**config.mk**
```make
export PLATFORM = sky130hd
export DESIGN_NAME = byte_serializer_1mhz
export DESIGN_NICKNAME = d
export VERILOG_FILES = /design/src/rtl/byte_serializer_1mhz.sv
export SDC_FILE = /design/constraint.sdc
export NUM_CORES = 1
export LEC_CHECK = 0
export BUFFER_PORTS_ARGS = -buffer_cell sky130_fd_sc_hd__buf_2
export CORE_MARGIN = 1
export CORE_UTILIZATION = 59
export DETAILED_ROUTE_END_ITERATION = 8
export PLACE_DENSITY = 0.85
export SYNTH_ARGS = -nofsm -noshare
export SYNTH_HDL_FRONTEND = slang
export SYNTH_SLANG_ARGS = --single-unit
```
**constraint.sdc**
```tcl
create_clock -name CLK -period 3.9 [get_ports CLK]
set_clock_uncertainty 0.1 [all_clocks]
set_input_delay 0.195 -clock CLK [delete_from_list [all_inputs] [get_ports CLK]]
set_output_delay 0.195 -clock CLK [all_outputs]
set_load 0.02 [all_outputs]
```
**src/rtl/byte_serializer_1mhz.sv**
```systemverilog
// rtl/byte_serializer_1mhz.sv - MSB-first byte serializer paced by a 1 MHz bit strobe, with COM training and idle fill
module byte_serializer_1mhz #(
    parameter int                DATA_W     = 8,
    parameter logic [DATA_W-1:0] IDLE_SYM   = DATA_W'(8'hBC),
    parameter int                TRAIN_SYMS = 4
) (
    input  logic              CLK,
    input  logic              RESET,
    input  logic              CLK_1Mhz,
    input  logic [DATA_W-1:0] DATA_IN,
    input  logic              DATA_VALID,
    output logic              READY,
    output logic              SER_OUT,
    output logic              SER_IS_DATA,
    output logic              SER_SOS,
    output logic              TRAINED
);

    localparam int CNT_W   = (DATA_W > 1) ? $clog2(DATA_W) : 1;
    localparam int TRAIN_W = $clog2(TRAIN_SYMS + 1);

    typedef enum logic {
        S_TRAIN  = 1'b0,
        S_ACTIVE = 1'b1
    } state_t;

    state_t              r_state;
    state_t              w_state_next;
    logic                r_prev_1mhz;
    logic [CNT_W-1:0]    r_bit_cnt;
    logic [DATA_W-1:0]   r_hold;
    logic                r_hold_full;
    logic [TRAIN_W-1:0]  r_train_cnt;
    logic [DATA_W-2:0]   r_shift;
    logic                r_ser_out;
    logic                r_is_data;
    logic                r_sos;
    logic                r_trained;

    logic                w_tick;
    logic                w_boundary;
    logic                w_accept;
    logic                w_load_data;
    logic [DATA_W-1:0]   w_symbol;

    // CLK_1Mhz is already synchronous to CLK, so a single delay stage is enough for edge detection
    assign w_tick     = CLK_1Mhz & ~r_prev_1mhz;
    assign w_boundary = w_tick && (r_bit_cnt == '0);
    assign READY      = RESET & (r_state == S_ACTIVE) & ~r_hold_full;
    assign w_accept   = DATA_VALID & READY;

    always_comb begin
        w_state_next = r_state;
        w_load_data  = 1'b0;
        w_symbol     = IDLE_SYM;
        case (r_state)
            S_TRAIN: begin
                if (w_boundary && (r_train_cnt == TRAIN_W'(TRAIN_SYMS - 1))) begin
                    w_state_next = S_ACTIVE;
                end
            end
            S_ACTIVE: begin
                // Load sees the hold state from before this edge; a same-cycle accept waits a symbol
                if (w_boundary && r_hold_full) begin
                    w_load_data = 1'b1;
                    w_symbol    = r_hold;
                end
            end
            default: w_state_next = S_TRAIN;
        endcase
    end

    always_ff @(posedge CLK or negedge RESET) begin
        if (!RESET) begin
            r_state     <= S_TRAIN;
            r_prev_1mhz <= 1'b0;
            r_bit_cnt   <= '0;
            r_hold      <= '0;
            r_hold_full <= 1'b0;
            r_train_cnt <= '0;
            r_shift     <= '0;
            r_ser_out   <= 1'b0;
            r_is_data   <= 1'b0;
            r_sos       <= 1'b0;
            r_trained   <= 1'b0;
        end else begin
            r_state     <= w_state_next;
            r_prev_1mhz <= CLK_1Mhz;

            if (w_tick) begin
                if (r_bit_cnt == CNT_W'(DATA_W - 1)) begin
                    r_bit_cnt <= '0;
                end else begin
                    r_bit_cnt <= r_bit_cnt + CNT_W'(1);
                end
            end

            if (w_boundary) begin
                r_ser_out <= w_symbol[DATA_W-1];
                r_shift   <= w_symbol[DATA_W-2:0];
                r_sos     <= 1'b1;
                r_is_data <= w_load_data;
            end else if (w_tick) begin
                r_ser_out <= r_shift[DATA_W-2];
                r_shift   <= r_shift << 1;
                r_sos     <= 1'b0;
            end

            if (w_accept) begin
                r_hold      <= DATA_IN;
                r_hold_full <= 1'b1;
            end else if (w_load_data) begin
                r_hold_full <= 1'b0;
            end

            if ((r_state == S_TRAIN) && w_boundary) begin
                r_train_cnt <= r_train_cnt + TRAIN_W'(1);
            end

            if ((r_state == S_TRAIN) && (w_state_next == S_ACTIVE)) begin
                r_trained <= 1'b1;
            end
        end
    end

    assign SER_OUT     = r_ser_out;
    assign SER_IS_DATA = r_is_data;
    assign SER_SOS     = r_sos;
    assign TRAINED     = r_trained;

endmodule

```
Word level (Yosys, flattened, before mapping):

Cells that the tools add are included.

* bitwise logic cells: 7
* reductions and logical operators: 8
* add/sub/neg operators: 2
* muxes and demuxes: 15
* eq/ne operators: 2

Operator list (number)
* 8-bit 2-to-1 mux: 2
* 7-bit 2-to-1 mux: 2
* 1-bit 2-to-1 mux: 10
* 3-bit by 1-bit adder with 3-bit output (second input constant): 2
* 1-bit logical AND: 5
* 1-bit AND: 4
* 2-bit nonzero test: 2
* 3-bit by 2-bit == test with 1-bit output (second input constant): 1
* 3-bit == test (second input constant): 1
* 3-bit logical NOT: 1
* 3-bit 2-to-1 mux: 1
* 1-bit inverter: 3

* word-level logic and storage cells: 45
* output and inout bits: 5
* bits in registers: 28

Depth between registers and ports, before layout:

Gate-level depths: netlist of run 1.

* depth in word-level cells: 8
* depth in mapped cells: 5

Least setup slack after synthesis of run 1:

OpenSTA, ideal clock, no wires.

* kind: flip-flop to flip-flop
* start point: register r_bit_cnt[0]
* end point: register r_train_cnt[1]
* data required time: 3675 ps
* slack: 2291 ps
* stages on the path, launching flop included: 6
* arrival time: 1384 ps
* path through: dfrtp_1 -> inv_1 -> ha_1 -> nand4bb_4 -> nor2_1 -> mux2_2

* cells in the longest elaborated chain, start to end: 3

RTL lines
* start, declared: line 30 `logic [CNT_W-1:0] r_bit_cnt;`
* start signal, assigned: line 94 `r_bit_cnt <= r_bit_cnt + CNT_W'(1);`
* 3-bit logical NOT: line 48 `assign w_boundary = w_tick && (r_bit_cnt == '0);`
* 1-bit logical AND: line 48
* 1-bit logical AND: line 116 `if ((r_state == S_TRAIN) && w_boundary) begin`
* end signal, assigned: line 117 `r_train_cnt <= r_train_cnt + TRAIN_W'(1);`
* end, declared: line 33 `logic [TRAIN_W-1:0] r_train_cnt;`

No other way between the ends.
A chain may end at the register's enable or synchronous reset.

Worst setup path after layout of run 1:

* start point: input RESET
* end point: output READY

* cells in the longest elaborated chain, start to end: 2

RTL lines
* start, declared: line 8 `input logic RESET,`
* 1-bit AND (2 in a row): line 49 `assign READY = RESET & (r_state == S_ACTIVE) & ~r_hold_full;`
* end, declared: line 12 `output logic READY,`

No other way between the ends.

==> key figures, run 1 <==
Layout
  – Layout cells sized above 1: between 30% and 40%
  – Layout Utilization: between 70% and 80%
  – Antenna diodes: 0
  – Area grow syn2layout: 18.28%
  – Nets: between 100 and 150

Yosys
  – Synth Area per Inst: ~12 um^2
  – Post-synthesis async set-or-reset flop share: 100.0%
  – Synth cell types: 26
  – Syn Nets: about 110
  – Synth top area share: slightly below 60%
  – Synth top area cells: dfrtp_1 (58%), mux2_2 (10%), ha_1 (5.2%)
  – Area of the mapped netlist: roughly 1200 um^2
  – Cells after synthesis: 97
  – Top_reg_cell synth: dfrtp_1
  – Most common library cells after synthesis: dfrtp_1 (28), mux2_2 (11), nand2_1 (11), o21ai_0 (8), inv_1 (6)
  – Synthesized flop and latch total: 28
  – Register area share after synthesis: between 50% and 60%
  – Yosys warning count: 0
  – Most frequent cell after synthesis: dfrtp_1
  – Post-synth EDFFs: 0
  – Leading area contributor after synthesis: dfrtp_1

Worst setup path
  – Reg2Reg Setup Slack: about 2100 ps
  – CP most frequent cell: buf_2
  – CP required: around 3600 ps
  – Crit path max-delay cell type: dlygate4sd3_1
  – Critical Path AT: 1780 ps
  – Worst setup SP type: input pin
  – Worst path max stage delay: between 500 and 600 ps
  – Cell Chain, Critical Path: dlygate4sd3_1 > buf_2 > and3b_2 > buf_2
  – Crit Path Max Fanout: 29
  – Crit end category: output pin
  – Crit Path Class: input pin to output pin

Place
  – Detail Placement HPWL: ~1400 um
  – IO Port Bufs: 16
  – Final Wtd Congestion: around 0.74
  – DP Worst Slack: about 2100 ps

Clocking
  – H-tree Lvls: 1
  – Post-CTS Setup Bufs: 0
  – Clock sink count: 28
  – CTS tree: done
  – Reg clk slew, reported paths: ~140 ps
  – Total CTS buffers: 3
  – Clk buf depth: 2
  – Post-cts resize count: 0
  – Clock Latency Late Sink: between 300 and 400 ps
  – Root Buffer: clkbuf_4

Routing
  – Via count: approximately 830
  – Antenna-violating nets left: 0
  – Detailed Routing Iterations Pass 1: 5
  – WL final: 2146 um
  – Wire per inst: between 10 and 15 um
  – DRT iter0 DRCs: 20
  – Number of remaining DRC errors: 0
  – Via density: roughly 5.5

Timing
  – Highest Clock Rate: approximately 0.48 GHz
  – Slew of the pin with the lowest slew margin: about 720 ps
  – Final WS setup: 1828 ps
  – Slew Limit Headroom: a little over half
  – Setup TNS Final: 0 ps
  – Final worst path period share: 53.14%
  – Fin. max-slew vios: 0
  – Final hold violation count: 0
  – Crit path time final: approximately 2100 ps
  – Count of final setup violators: 0
  – RSZ-0062 raised after global routing: no

Global routing
  – Via count of the first global-routing pass: ~760
  – GR Overflow Total: 0
  – Largest net degree at the start of global routing: 30
  – Antenna violations before repair: 0
  – First-pass GRT wire length: 3318 um
  – GRT Total Usage: 21.51%

Power and ir drop
  – Pwr dens: 566.1 nW/um^2
  – Lkg Pwr: 0.7395 nW
  – Worst vdd ir: roughly 0.00030 V

Die
  – Ports: 17
  – Die Area: approximately 2200 um^2
  – Initial core utilization: approximately 62%
  – # rows: 16
  – Die Y: approximately 47 um
  – Core area: around 1900 um^2
  – Die X: ~47 um

Run status
  – Status: completed

Flow run
  – Max-cap violations: 0

Min path
  – Min-Delay Path Class: input pin to flop
## power by group
part	switching (mW)	internal [mW]	total (mW)
Combinational	0.116	0.123	0.239
Sequential	0.0629	0.373	0.436
Clock	0.0792	0.0571	0.136
Total	0.258	0.553	0.811
## cell usage in the layout, fill, tap and decap left out, types with 2 or more instances in the layout
master,n
dfrtp_1,28
buf_2,16
mux2_2,11
nand2_1,11
o21ai_0,8
dlygate4sd3_1,8
inv_1,6
o22ai_1,5
ha_1,5
clkbuf_4,3
nor2_1,2
a21o_1,2
a221oi_1,2
a21oi_1,2
## critical path: cells and delay by family
family                 cells  cell delay (ps)
buffers and inverters      3             1230
AND/OR/NAND/NOR            1              340
## area by class of cell
type,instances,area (um^2)
Inverter,6,22.52
Timing Repair Buffer,24,160.2
Tap cell,27,33.78
Sequential cell,28,700.7
Multi-Input combinational cell,61,479.2
Clock buffer,4,36.28
Fill cell,136,509.2
## layer usage
metal / global-route usage (%) / vias to the layer above / part of all wire [%]
li1: - / 396 / -
met1: 29.06 / 402 / 46
met5: 0 / - / 0
met3: 3.462 / 4 / 3.8
met2: 35.34 / 27 / 49
met4: 6.857 / 0 / 1.1
## flip-flops by register name, summed over array words and instances, names as in the netlist
| signal | count |
|---|---|
| r_shift | 7 |
| SER_OUT | 1 |
| TRAINED | 1 |
| r_bit_cnt | 3 |
| r_hold_full | 1 |
| SER_IS_DATA | 1 |
| r_train_cnt | 3 |
| r_hold | 8 |
| SER_SOS | 1 |
| r_prev_1mhz | 1 |
| r_state | 1 |
## what timing repair did
item                                    4_1_cts  5_1_grt
hold buffers                                  5        3
hold endpoints to repair                     32        3
endpoints found under the setup margin        0        0
## stage by stage
step	area, um^2	instances	power [mW]	hold WS, ps
3_3_place_gp	1316	138	0.6535	129.3
5_1_grt	1433	150	0.8696	1.015
2_1_floorplan	1211	97	0.6010	-200.6
3_5_place_dp	1316	138	0.6736	140.4
4_1_cts	1403	147	0.8130	0.4302
6_report	1433	150	0.8111	6.378
## kinds of logic after synthesis
kind of cell | count (synthesis) | synth area share (%)
adder cells (fa/ha/maj) | 5 | 5.165
multiplexers | 12 | 11.05
AO/OA/AOI/OAI | 20 | 10.12
flip-flops | 28 | 57.85
AND/OR/NAND/NOR | 23 | 12.50
XOR/XNOR | 1 | 0.7233
buffers and inverters | 8 | 2.582
## path summary, 6_finish.rpt
check	from	end	depth (start not counted)
worst max-delay path	RESET	READY	4
worst min-delay path	DATA_IN[2]	r_hold[2]	2
worst max register to register	r_bit_cnt[0]	r_train_cnt[1]	5
worst min register to register	TRAINED	TRAINED	1
max in group asynchronous	RESET	r_train_cnt[1]	2
min in group asynchronous	RESET	r_hold[3]	2
(Power assumes the default switching activity.)
==> run 2: changes to the inputs <==
--- a/config.mk
+++ b/config.mk
@@ -5,11 +5,12 @@
 export SDC_FILE = /design/constraint.sdc
 export NUM_CORES = 1
 export LEC_CHECK = 0
+export ABC_AREA = 1
 export BUFFER_PORTS_ARGS = -buffer_cell sky130_fd_sc_hd__buf_2
 export CORE_MARGIN = 1
-export CORE_UTILIZATION = 59
+export CORE_UTILIZATION = 50
 export DETAILED_ROUTE_END_ITERATION = 8
-export PLACE_DENSITY = 0.85
+export PLACE_DENSITY = 0.76
 export SYNTH_ARGS = -nofsm -noshare
 export SYNTH_HDL_FRONTEND = slang
 export SYNTH_SLANG_ARGS = --single-unit
==> constraint.sdc (replaced) <==
create_clock -name CLK -period 1.75 [get_ports CLK]
set_clock_uncertainty 0.1 [all_clocks]
set_input_delay 0.0875 -clock CLK [delete_from_list [all_inputs] [get_ports CLK]]
set_output_delay 0.0875 -clock CLK [all_outputs]
set_load 0.02 [all_outputs]
==> key figures, run 2 <==
Routing
  – Detailed Routing Iterations Pass 1: 4
  – Via count: 983
  – Antenna-violating nets left: 0
  – WL final: roughly 2300 um
  – Via density: ~4.9
  – Number of remaining DRC errors: 0
  – DRT iter0 DRCs: 28
  – Wire per inst: roughly 12 um

Place
  – Placed Cells: 183
  – Final Wtd Congestion: around 0.81
  – Detail Placement HPWL: ~1600 um
  – IO Port Bufs: 16
  – DP Worst Slack: 129.3 ps
  – Placed instance area: about 1400 um^2

Power and ir drop
  – Sw Pwr: 0.6827 mW
  – Pwr dens: 1292 nW/um^2
  – Cell Int Power: about 1.3 mW
  – Post-layout power: 2.010 mW
  – Sw frac: between 30% and 40%
  – Comb pwr share: between 20% and 30%
  – Sequential group share of total power: 49.3%
  – Worst vdd ir: slightly below 0.0009 V
  – Lkg Pwr: slightly above 0.8 nW
  – Clock power share: roughly a fifth

Worst setup path
  – Critical Path AT: 1720 ps
  – CP required: 1930 ps
  – Crit end category: flop
  – Crit Path Max Fanout: 12
  – Crit Path Class: flop to flop
  – Worst setup SP type: flop

Clocking
  – Clock Latency Late Sink: 330 ps
  – H-tree Lvls: 1
  – Root Buffer: clkbuf_4
  – Clk buf depth: 2
  – CTS tree: done
  – Clock sink count: 28
  – Total CTS buffers: 3
  – Reg clk slew, reported paths: around 150 ps

Layout
  – Register Area: approximately 700 um^2
  – Largest regs: r_hold (8), r_shift (7)
  – Layout cells sized above 1: about a fifth
  – Final instance area: 1555 um^2
  – Multi-input logic area: a little under 500 um^2
  – Final Instance Count excl. Fillers: 200
  – Top reg by flops: r_hold
  – Max FFs per register: 8
  – Nets: 190
  – Area grow syn2layout: 21.98%
  – Most common cell after layout, fill and taps aside: nand2_1
  – Antenna diodes: 0
  – Most frequent cells in the layout: nand2_1 (51), dfrtp_1 (28), buf_2 (16), inv_1 (13), dlygate4sd3_1 (13)
  – Fillers: between 150 and 200
  – Layout Utilization: around 68%

Yosys
  – Yosys warning count: 0
  – Synth cell types: 20
  – Leading area contributor after synthesis: dfrtp_1
  – Synthesized flop and latch total: 28
  – Most common library cells after synthesis: nand2_1 (51), dfrtp_1 (28), inv_1 (13), nand3_1 (10), nor2_1 (7)
  – Cells after synthesis: 141
  – Top_reg_cell synth: dfrtp_1
  – Area of the mapped netlist: between 1000 and 1500 um^2
  – Synth top area cells: dfrtp_1 (55%), nand2_1 (15%), ha_1 (4.9%)
  – Synth top area share: a little over half
  – Synth Area per Inst: roughly 9 um^2
  – Post-synthesis async set-or-reset flop share: 100.0%
  – Post-synth EDFFs: 0
  – Syn Nets: between 150 and 200
  – Register area share after synthesis: a little over half
  – Most frequent cell after synthesis: nand2_1

Timing
  – Count of final setup violators: 0
  – Slew of the pin with the lowest slew margin: roughly 340 ps
  – RSZ-0062 raised after global routing: no
  – Crit path time final: roughly 1500 ps
  – Final hold violation count: 0
  – Fin. max-slew vios: 0
  – Final hold slack: between 40 and 50 ps
  – Slew Limit Headroom: between 70 and 80%
  – Final WS setup: roughly 210 ps
  – Final worst path period share: between 80 and 90%
  – Highest Clock Rate: roughly 0.65 GHz
  – Setup TNS Final: 0 ps

Global routing
  – Antenna violations before repair: 0
  – Via count of the first global-routing pass: 945
  – First-pass GRT wire length: 4105 um
  – GR Overflow Total: 0
  – GRT Total Usage: 21.02%
  – Largest net degree at the start of global routing: 29

Die
  – Core area: ~2300 um^2
  – Die X: between 50 and 60 um
  – Ports: 17
  – Die Y: ~52 um
  – Die Area: roughly 2800 um^2
  – # rows: 17
  – Initial core utilization: a little under three fifths

Flow run
  – Max-cap violations: 0

Run status
  – Status: completed

Min path
  – Min-Delay Path Class: input pin to flop
-- run 2: changes by cell type after synthesis, sizes merged, moves of 5 or more --
cell	previous run	this run
nor2	2	10
mux2	11	0
nand3	1	10
a21oi	2	9
inv	6	14
nand2	12	53
o22ai	5	0
-- run 2: final cells by class --
cell class,count,area share (%)
Sequential cell,28,45.05
Clock buffer,3,1.448
Timing Repair Buffer,31,14.48
Clock inverter,1,1.931
Tap cell,28,2.253
Inverter,14,3.379
Multi-Input combinational cell,95,31.46
-- run 2: worst max-delay path, cell delays in order (launching register included) --
cell	delay, ps
dfrtp_1	430
inv_1	80
ha_1	140
nand2_1	120
nor2_4	240
inv_1	170
nand2_1	90
nand2_1	50
nand2_1	60
-- run 2: logic make-up (layout without fill, tap and decap cells) --
logic type	after synthesis	after routing	share of synthesized area, %
adder cells (fa/ha/maj)	5	5	4.907
flip-flops	28	28	54.96
XOR/XNOR	1	1	0.6871
AND/OR/NAND/NOR	74	74	24.83
buffers and inverters	18	49	7.065
AO/OA/AOI/OAI	15	15	7.556
-- run 2: repair_timing --
item / in CTS / in global routing
hold buffers: 13 / 0
resized for setup: 0 / 1
endpoints found under the setup margin: 0 / 14
endpoints found under the hold margin: 37 / 0
setup buffers: 0 / 0
-- run 2: path summary, 6_finish.rpt --
| kind | start | to | slack, ps | cells past startpoint |
|---|---|---|---|---|
| max in group asynchronous | RESET | r_hold[1] | 1090 | 3 |
| worst min register to register | TRAINED | TRAINED | 380 | 1 |
| worst min-delay path | DATA_VALID | r_hold_full | 50 | 3 |
| min in group asynchronous | RESET | r_train_cnt[2] | 200 | 3 |
| worst max register to register | r_bit_cnt[0] | r_shift[5] | 210 | 8 |
| worst max-delay path | r_bit_cnt[0] | r_shift[5] | 210 | 8 |
-- run 2: routing by layer --
| layer | GRT usage (%) | up-vias | wire [um] | share of wire, % |
|---|---|---|---|---|
| met5 | 0 | - | 0 | 0 |
| met4 | 8.772 | 0 | 28 | 1.2 |
| met3 | 3.478 | 4 | 57 | 2.4 |
| met2 | 34.60 | 15 | 1173 | 50 |
| met1 | 27.29 | 461 | 1071 | 46 |
| li1 | - | 503 | - | - |
-- run 2: power by group through the flow --
| stage | Clock [mW] | Combinational (mW) | Sequential, mW |
|---|---|---|---|
| floorplan | 0 | 0.394 | 1.01 |
| global placement | 0 | 0.540 | 0.990 |
| detailed placement | 0 | 0.565 | 1.01 |
| CTS | 0.432 | 0.594 | 0.993 |
| finish | 0.422 | 0.598 | 0.990 |
| global route | 0.453 | 0.691 | 1.02 |
